[src/rtl/sp_chunk_seq.sv]
// Secure load/store chunk sequencer: walks NUM_CHUNKS strided offsets through the
// issue stage and brackets them with cipher start/finish handshakes and a wait timeout.
`timescale 1ns/1ps

module sp_chunk_seq #(
    parameter int unsigned NUM_CHUNKS   = 5,
    parameter int unsigned CHUNK_STRIDE = 8,
    parameter int unsigned OFFSET_W     = 12,
    parameter int unsigned DATA_W       = 32,
    parameter int unsigned TIMEOUT_CYC  = 64
) (
    input  logic                clk_i,
    input  logic                rst_ni,
    input  logic                req_valid_i,
    input  logic                req_store_i,
    input  logic [OFFSET_W-1:0] req_offset_i,
    input  logic                issue_ack_i,
    input  logic                busy_i,
    input  logic                encrypting_i,
    input  logic                decrypting_i,
    input  logic                fail_i,
    input  logic [DATA_W-1:0]   cipher_data_i,
    output logic                req_ready_o,
    output logic                fetch_stall_o,
    output logic [OFFSET_W-1:0] offset_o,
    output logic [3:0]          chunk_idx_o,
    output logic                encrypt_en_o,
    output logic                decrypt_en_o,
    output logic                store_en_o,
    output logic                done_o,
    output logic                fail_o,
    output logic                timeout_o,
    output logic [DATA_W-1:0]   data_o
);

    localparam int unsigned IDX_W = 4;
    localparam int unsigned CNT_W = $clog2(TIMEOUT_CYC + 1);
    localparam logic [IDX_W-1:0]    LAST_IDX = IDX_W'(NUM_CHUNKS - 1);
    localparam logic [CNT_W-1:0]    CNT_LAST = CNT_W'(TIMEOUT_CYC - 1);
    localparam logic [OFFSET_W-1:0] STRIDE   = OFFSET_W'(CHUNK_STRIDE);

    typedef enum logic [2:0] {
        ST_IDLE,
        ST_WAIT_CIPHER,
        ST_LOAD,
        ST_DEC_START,
        ST_DECRYPT,
        ST_ENC_START,
        ST_STORE,
        ST_RESP
    } state_e;

    state_e              state_q, state_d;
    logic                store_q, store_d;
    logic [OFFSET_W-1:0] base_q, base_d;
    logic [OFFSET_W-1:0] offset_q, offset_d;
    logic [IDX_W-1:0]    idx_q, idx_d;
    logic [CNT_W-1:0]    cnt_q, cnt_d;
    logic [DATA_W-1:0]   data_q, data_d;
    logic                fail_q, fail_d;
    logic                tmo_q, tmo_d;
    logic                expire;

    // State and datapath registers
    always_ff @(posedge clk_i) begin
        if (!rst_ni) begin
            state_q  <= ST_IDLE;
            store_q  <= 1'b0;
            base_q   <= '0;
            offset_q <= '0;
            idx_q    <= '0;
            cnt_q    <= '0;
            data_q   <= '0;
            fail_q   <= 1'b0;
            tmo_q    <= 1'b0;
        end else begin
            state_q  <= state_d;
            store_q  <= store_d;
            base_q   <= base_d;
            offset_q <= offset_d;
            idx_q    <= idx_d;
            cnt_q    <= cnt_d;
            data_q   <= data_d;
            fail_q   <= fail_d;
            tmo_q    <= tmo_d;
        end
    end

    // Next-state logic; the wait counter restarts whenever a timed state is (re)entered
    always_comb begin
        state_d  = state_q;
        store_d  = store_q;
        base_d   = base_q;
        offset_d = offset_q;
        idx_d    = idx_q;
        cnt_d    = '0;
        data_d   = data_q;
        fail_d   = fail_q;
        tmo_d    = tmo_q;
        expire   = 1'b0;

        case (state_q)
            ST_IDLE: begin
                if (req_valid_i) begin
                    store_d  = req_store_i;
                    base_d   = req_offset_i;
                    offset_d = req_offset_i;
                    idx_d    = '0;
                    data_d   = '0;
                    fail_d   = 1'b0;
                    tmo_d    = 1'b0;
                    if (busy_i)           state_d = ST_WAIT_CIPHER;
                    else if (req_store_i) state_d = ST_ENC_START;
                    else                  state_d = ST_LOAD;
                end
            end
            ST_WAIT_CIPHER: begin
                if (!busy_i)                state_d = store_q ? ST_ENC_START : ST_LOAD;
                else if (cnt_q == CNT_LAST) expire  = 1'b1;
                else                        cnt_d   = cnt_q + CNT_W'(1);
            end
            ST_LOAD, ST_STORE: begin
                if (issue_ack_i) begin
                    if (idx_q == LAST_IDX) begin
                        state_d = (state_q == ST_LOAD) ? ST_DEC_START : ST_RESP;
                    end else begin
                        idx_d    = idx_q + IDX_W'(1);
                        offset_d = offset_q + STRIDE;
                    end
                end
            end
            ST_DEC_START: begin
                if (decrypting_i)           state_d = ST_DECRYPT;
                else if (cnt_q == CNT_LAST) expire  = 1'b1;
                else                        cnt_d   = cnt_q + CNT_W'(1);
            end
            ST_DECRYPT: begin
                if (!decrypting_i) begin
                    state_d = ST_RESP;
                    data_d  = fail_i ? '0 : cipher_data_i;
                    fail_d  = fail_i;
                end else if (cnt_q == CNT_LAST) begin
                    expire = 1'b1;
                end else begin
                    cnt_d = cnt_q + CNT_W'(1);
                end
            end
            ST_ENC_START: begin
                if (encrypting_i) begin
                    state_d  = ST_STORE;
                    idx_d    = '0;
                    offset_d = base_q;
                end else if (cnt_q == CNT_LAST) begin
                    expire = 1'b1;
                end else begin
                    cnt_d = cnt_q + CNT_W'(1);
                end
            end
            ST_RESP: begin
                if (issue_ack_i) state_d = ST_IDLE;
            end
            default: state_d = ST_IDLE;
        endcase

        if (expire) begin
            state_d = ST_RESP;
            tmo_d   = 1'b1;
            fail_d  = 1'b1;
            data_d  = '0;
        end
    end

    // Status decode straight off the state register; stall also covers the accept cycle
    assign req_ready_o   = (state_q == ST_IDLE);
    assign fetch_stall_o = (state_q == ST_IDLE) ? req_valid_i : (state_q != ST_RESP);
    assign encrypt_en_o  = (state_q == ST_ENC_START);
    assign decrypt_en_o  = (state_q == ST_DEC_START);
    assign store_en_o    = (state_q == ST_STORE);
    assign done_o        = (state_q == ST_RESP);
    assign offset_o      = offset_q;
    assign chunk_idx_o   = idx_q;
    assign data_o        = data_q;
    assign fail_o        = fail_q;
    assign timeout_o     = tmo_q;

endmodule

[config.mk]
export PLATFORM = sky130hd
export DESIGN_NAME = sp_chunk_seq
export DESIGN_NICKNAME = d
export VERILOG_FILES = /design/src/rtl/sp_chunk_seq.sv
export SDC_FILE = /design/constraint.sdc
export NUM_CORES = 1
export LEC_CHECK = 0
export BUFFER_PORTS_ARGS = -buffer_cell sky130_fd_sc_hd__buf_4
export CAP_MARGIN = 0
export CORE_ASPECT_RATIO = 1.1
export CORE_MARGIN = 1
export CORE_UTILIZATION = 52
export CTS_BUF_LIST = sky130_fd_sc_hd__clkbuf_4
export DETAILED_ROUTE_END_ITERATION = 16
export HOLD_SLACK_MARGIN = 0.12
export PLACE_DENSITY = 0.82
export SLEW_MARGIN = 10
export SYNTH_ARGS = -nofsm -noshare
export SYNTH_HDL_FRONTEND = slang
export SYNTH_SLANG_ARGS = --single-unit
[constraint.sdc]
create_clock -name clk_i -period 2.1 [get_ports clk_i]
set_input_delay 0.105 -clock clk_i [delete_from_list [all_inputs] [get_ports clk_i]]
set_output_delay 0.105 -clock clk_i [all_outputs]
set_load 0.05 [all_outputs]
# Yosys cells after proc, flatten, opt, wreduce, memory -nomap -nowiden
# Cells that the tools add are included.
# word_totals
ff_bits	73
word_cells	97
# op_classes
add_sub_neg	3
n_reduce_logical	14
mux	47
n_bitwise	1
eq_ne	23
# op_table
cell	count
$mux 32	3
$pmux 32 s2	1
$mux 12	4
$mux 3	13
$pmux 12 s3	1
$mux 7	5
$pmux 7 s4	1
$pmux 3 s7	1
$mux 4	4
$ne 3x3->1 const B	5
$add 12x4->12 const B	1
$eq 3x3->1 const B	4
$ne 3x2->1 const B	4
$pmux 4 s3	1
$mux 1	11
$ne 2x2->1 const B	5
$reduce_and 8->1	1
$add 7x1->7 const B	1
$eq 7x6->1 const B	1
$eq 3x2->1 const B	2
$reduce_and 3->1	2
$reduce_bool 2->1	3
$reduce_bool 3->1	2
$reduce_and 5->1	1
9 further kinds	11

# Logic depth before layout (Yosys ltp)
# depth
word_depth	6
depth_mapped	9
ltp_nobuf	7

# Least setup slack after synthesis
# OpenSTA, ideal clock, no wires.
# synth_path
path_type	register to output
from	register state_q[2]
to	output fetch_stall_o
path_stages_with_launch	5
path_slack_ps	-492
n_path_buf	1
arrival_time_ps	2487
required_time_ps	1995
path_cell_list	dfxtp_1 buf_2 inv_1 nor3_1 nor2_1
# synth_between
elab_chain_len	2
word_cells_on_any_way	3
classes_between	eq/ne (1); mux (1); reduce/logical (1)
# synth_rtl
element	line_no	rtl
start: declaration	53	state_e state_q, state_d;
start signal: assignment	77	state_q <= state_d;
$ne 3x3->1 or $logic_not 3->1 (tied branches)	175	assign fetch_stall_o = (state_q == ST_IDLE) ? req_valid_i : (state_q != ST_RESP);
$mux 1 *	175	
end: declaration	24	output logic fetch_stall_o,
# Every way passes the cells marked *; elsewhere a longest branch is shown, timed or not.

# Worst setup path after layout
# Ends and elaborated chain as after synthesis.

==> results.md <==
## Setup path
• 4 — logic depth of the worst setup path including buffers
• 0.51 ns — Crit path largest cell delay
• state_q[2] — CP startpoint
• flip-flop — Critical Path Source Type
• 9 — critical path peak fanout
• 6 — Worst R2R Path Depth
• buf_4 — cell mode on critical path
• buf_4 > nor4_1 > nor2_1 > buf_4 — cell breakdown of the critical path
• state_q[1] — Reg-to-Reg Start
• 0.16 ns — setup slack on the worst flop-to-flop path
• data_o[1] — Crit Reg-Reg Endpoint
• 2 — buffers and inverters on the worst path
• 2.00 ns — Worst EP required
• fetch_stall_o — capturing element of the worst setup path
• 1.88 ns — endpoint arrival time on the critical path
• primary output — endpoint type of the worst setup path
• simple AND/OR/NAND/NOR gates — Largest delay share family, worst path
• nor4_1 — Slowest-stage cell, CP
• flip-flop to primary output — Worst Setup Path Type

## Finish
• 4890 µm² — Final Instance Area
• 26.9% — fraction of final layout cells sized beyond drive strength 1
• 48.4% — area growth from synthesis to layout
• 1680 µm² — area occupied by multi-input gates
• 663 — number of non-filler instances in the completed layout
• 424 — count of filler cells inserted in the layout
• 1460 µm² — footprint of the flip-flops and latches
• 0 — antenna cell count
• 635 — nets

## Floorplanning
• 77.9 µm — x dimension of the die
• 30 — standard-cell rows
• 6660 µm² — overall die area
• 6160 µm² — core area
• 53.6% — effective utilization at floorplan
• 85.5 µm — vertical die dimension
• 109 — IO Count

## CTS
• 0.41 ns — clock latency on the worst-skew pair
• 2 — Clock Tree Buf Depth
• clkbuf_4 — clock tree root driver cell
• 0.13 ns — clock-pin slew on the worst setup and hold paths
• 3 — CTS HTree Levels
• yes — CTS tree
• 73 — Num Clock Sinks
• 9 — number of CTS-inserted buffers

## Detailed routing
• 0 — DRC viols
• 3,778 — routed vias
• 5.70 — Via-to-Cell Ratio
• 10,500 µm — total routed wirelength
• 221 — Initial DRC Count
• 5 — number of optimization iterations in the first detailed-route pass
• 15.8 µm — wire length per cell
• 0 — post-route ant nets

## Yosys
• 3300 µm² — Cell Area, Synth
• 1.59% — Synth Area in XOR/XNOR
• 0% — share of synthesized registers carrying an async set or reset
• dfxtp_1 — most frequently used flop master after synthesis
• simple AND/OR/NAND/NOR gates — combinational family with the most area after synthesis
• 478 — number of nets in the synthesized netlist
• 0% — mux contribution to synthesized area
• 73 — post-synthesis register bit count
• 421 — instance count of the mapped netlist
• 21.3% — compound-cell area share of the yosys netlist
• 1.52% — area share of fa/ha/maj cells after synthesis
• 0 — total of warnings raised by yosys
• 7.83 µm² — average footprint of a synthesized cell
• 44.3% — part of the Yosys area used for sequential elements
• 51 — Yosys cell types
• 25.9% — simple logic cell fraction of the synthesized area
• 0 — count of flip-flops with a built-in enable after synthesis

## Power and ir drop
• 2.27 mW — NetSw
• 43.5% — net switching fraction of the power
• 34.7% — part of the power in registers
• 1.99 nW — Leak Pwr
• 0.691 mV — Peak supply drop
• 2.94 mW — internal power
• 1060 nW/µm² — power density cells
• 5.21 mW — final total power
• 18.6% — power share of the clock group
• 46.7% — part of the power in combinational logic

## Timing
• no — setup repair after global routing missed its margin
• 0.505 GHz — maximum clock frequency
• 0.182 ns — post-route worst hold slack
• 0.535 ns — Least-Margin Pin Slew
• 0 — total count of max-transition violations in the final report
• 0 ns — Setup Total Neg Slack
• 0 — total of endpoints with negative setup slack in the final report
• 0 — hold violation count in the final report
• 0.0181 ns — worst clock skew
• 94.3% — share of the cycle needed by the critical path after routing
• 64.3% — worst-case headroom to the max-slew limit
• 1.98 ns — shortest clock period the worst path allows after layout

## Status
• finished, final reports clean — outcome

## Global route
• 32.2% — GRT Util Overall
• 3,594 — via count of the first global-routing pass
• 33 — maximum number of pins on one net before global-route repair
• 0 — global route total overflow
• 17,000 µm — wire length of the first global-routing pass
• 0 — antenna violations before repair

## Placement
• 0.882 — final weighted congestion of routability-driven global placement
• 6420 µm — half-perimeter wire length of the detailed placement result
• 600 — cell count after placement
• 4270 µm² — area of placed instances
• 108 — number of buffers added on ports

## Worst hold path
• input pin to flip-flop — classification of the worst-slack hold path

## Run
• 0 — max-capacitance violation count

==> area by class of cell <==
class,instances,share of cell area [%]
multi-input combinational,310,34.3
sequential,73,29.9
timing repair buffer,173,29.7
tap,80,2.05
clock inverter,6,1.66
clock buffer,10,1.53
inverter,11,0.844
==> metrics by stage <==
stage	util (%)	setup WS, ns
5_1_grt	79.5	0.0613
3_3_place_gp	69.3	0.247
6_report	79.5	0.120
2_1_floorplan	-	0.0713
3_5_place_dp	69.3	0.168
4_1_cts	79.5	0.0706
==> layout by cell type (no fill, tap or decap), types with 3 or more instances in the layout <==
cell type and count:
a21oi_1 62, clkbuf_4 10, dfxtp_1 72, ha_1 4, a22oi_1 5, nand2_1 77, nand3_1 47, o21ai_0 7
a211oi_1 4, o21ai_1 11, and3_1 5, nor2_1 25, a221oi_1 3, xnor2_1 4, buf_12 3, inv_1 9
a31oi_1 3, nand2b_1 4, a311oi_1 5, dlygate4sd3_1 47, a21o_1 3, buf_4 123, nor2b_1 3
==> state kept, by name (all words and copies together) (netlist names) <==
name,count
cnt_q,7
data_o,32
state_q,3
timeout_o,1
store_q,1
base_q,12
offset_o,12
chunk_idx_o,4
fail_o,1
==> layer usage <==
layer	vias up	part of all wire (%)	global-route usage, %	wire length [µm]
met5	-	0	0	0
met2	183	50	56.4	5290
li1	1799	-	-	-
met1	1756	38	37.1	4010
met4	0	3.5	15.8	372
met3	40	7.7	7.02	808
==> timing repair <==
item	4_1_cts	5_1_grt
hold buffers	47	0
gates resized for setup	0	1
endpoints found under the setup margin	0	4
endpoints found under the hold margin	58	0
buffers inserted	0	0
==> cells in the mapped netlist, types with 2 or more instances <==
| cell type | number | share of area (%) |
|---|---|---|
| and2_1 | 2 | 0.38 |
| a21oi_1 | 62 | 9.4 |
| inv_1 | 9 | 1.0 |
| ha_1 | 4 | 1.5 |
| buf_2 | 18 | 2.7 |
| xnor2_1 | 4 | 1.1 |
| inv_2 | 2 | 0.23 |
| a221oi_1 | 3 | 0.80 |
| clkbuf_1 | 6 | 0.68 |
| or3_1 | 2 | 0.38 |
| dfxtp_1 | 73 | 44 |
| nor3b_1 | 2 | 0.46 |
| buf_4 | 3 | 0.68 |
| a31oi_1 | 4 | 0.76 |
| nand2b_1 | 4 | 0.76 |
| nor3_1 | 3 | 0.46 |
| nand3_1 | 47 | 7.1 |
| o21ai_0 | 7 | 1.1 |
| o21ai_1 | 11 | 1.7 |
| and3_1 | 5 | 0.95 |
| nand2_1 | 77 | 8.8 |
| nand2_2 | 2 | 0.38 |
| o22ai_1 | 2 | 0.38 |
| xor2_1 | 2 | 0.53 |
| a21o_1 | 3 | 0.68 |
| nor2b_1 | 3 | 0.57 |
| a22oi_1 | 5 | 1.1 |
| a211oi_1 | 4 | 0.91 |
| a311oi_1 | 5 | 1.3 |
| nor2_1 | 26 | 3.0 |
==> cell families after synthesis <==
kind of cell,Yosys count
xor+xnor,6
buf+inv,38
compound gates,117
fa+ha+maj,4
simple gates,183
flops,73
==> tightest hold or removal path: cells and delay by family <==
family,cells,cell delay (ns)
buffers and inverters,2,0.26
AOI/OAI and AO/OA,1,0.06
and+or+nand+nor,2,0.13
==> worst min path at each step <==
stage,startpoint,to,slack (ns),cells past startpoint
3_5_place_dp,req_offset_i[2],base_q[2],0.38,3
6_report,fail_i,data_o[0],0.18,5
3_3_place_gp,req_offset_i[4],base_q[4],0.37,3
2_1_floorplan,req_offset_i[6],base_q[6],0.24,2
5_1_grt,fail_i,fail_o,0.14,4
4_1_cts,fail_i,data_o[21],0.16,5
==> power by group through the flow <==
stage	combinational [mW]	sequential [mW]	clock [mW]
floorplan	1.30	2.07	0
global placement	2.28	1.81	0
detailed placement	2.31	1.82	0
CTS	2.39	1.79	0.983
global route	2.63	1.83	1.05
finish	2.43	1.81	0.970
Note: power is estimated with default switching activity, not from simulation.
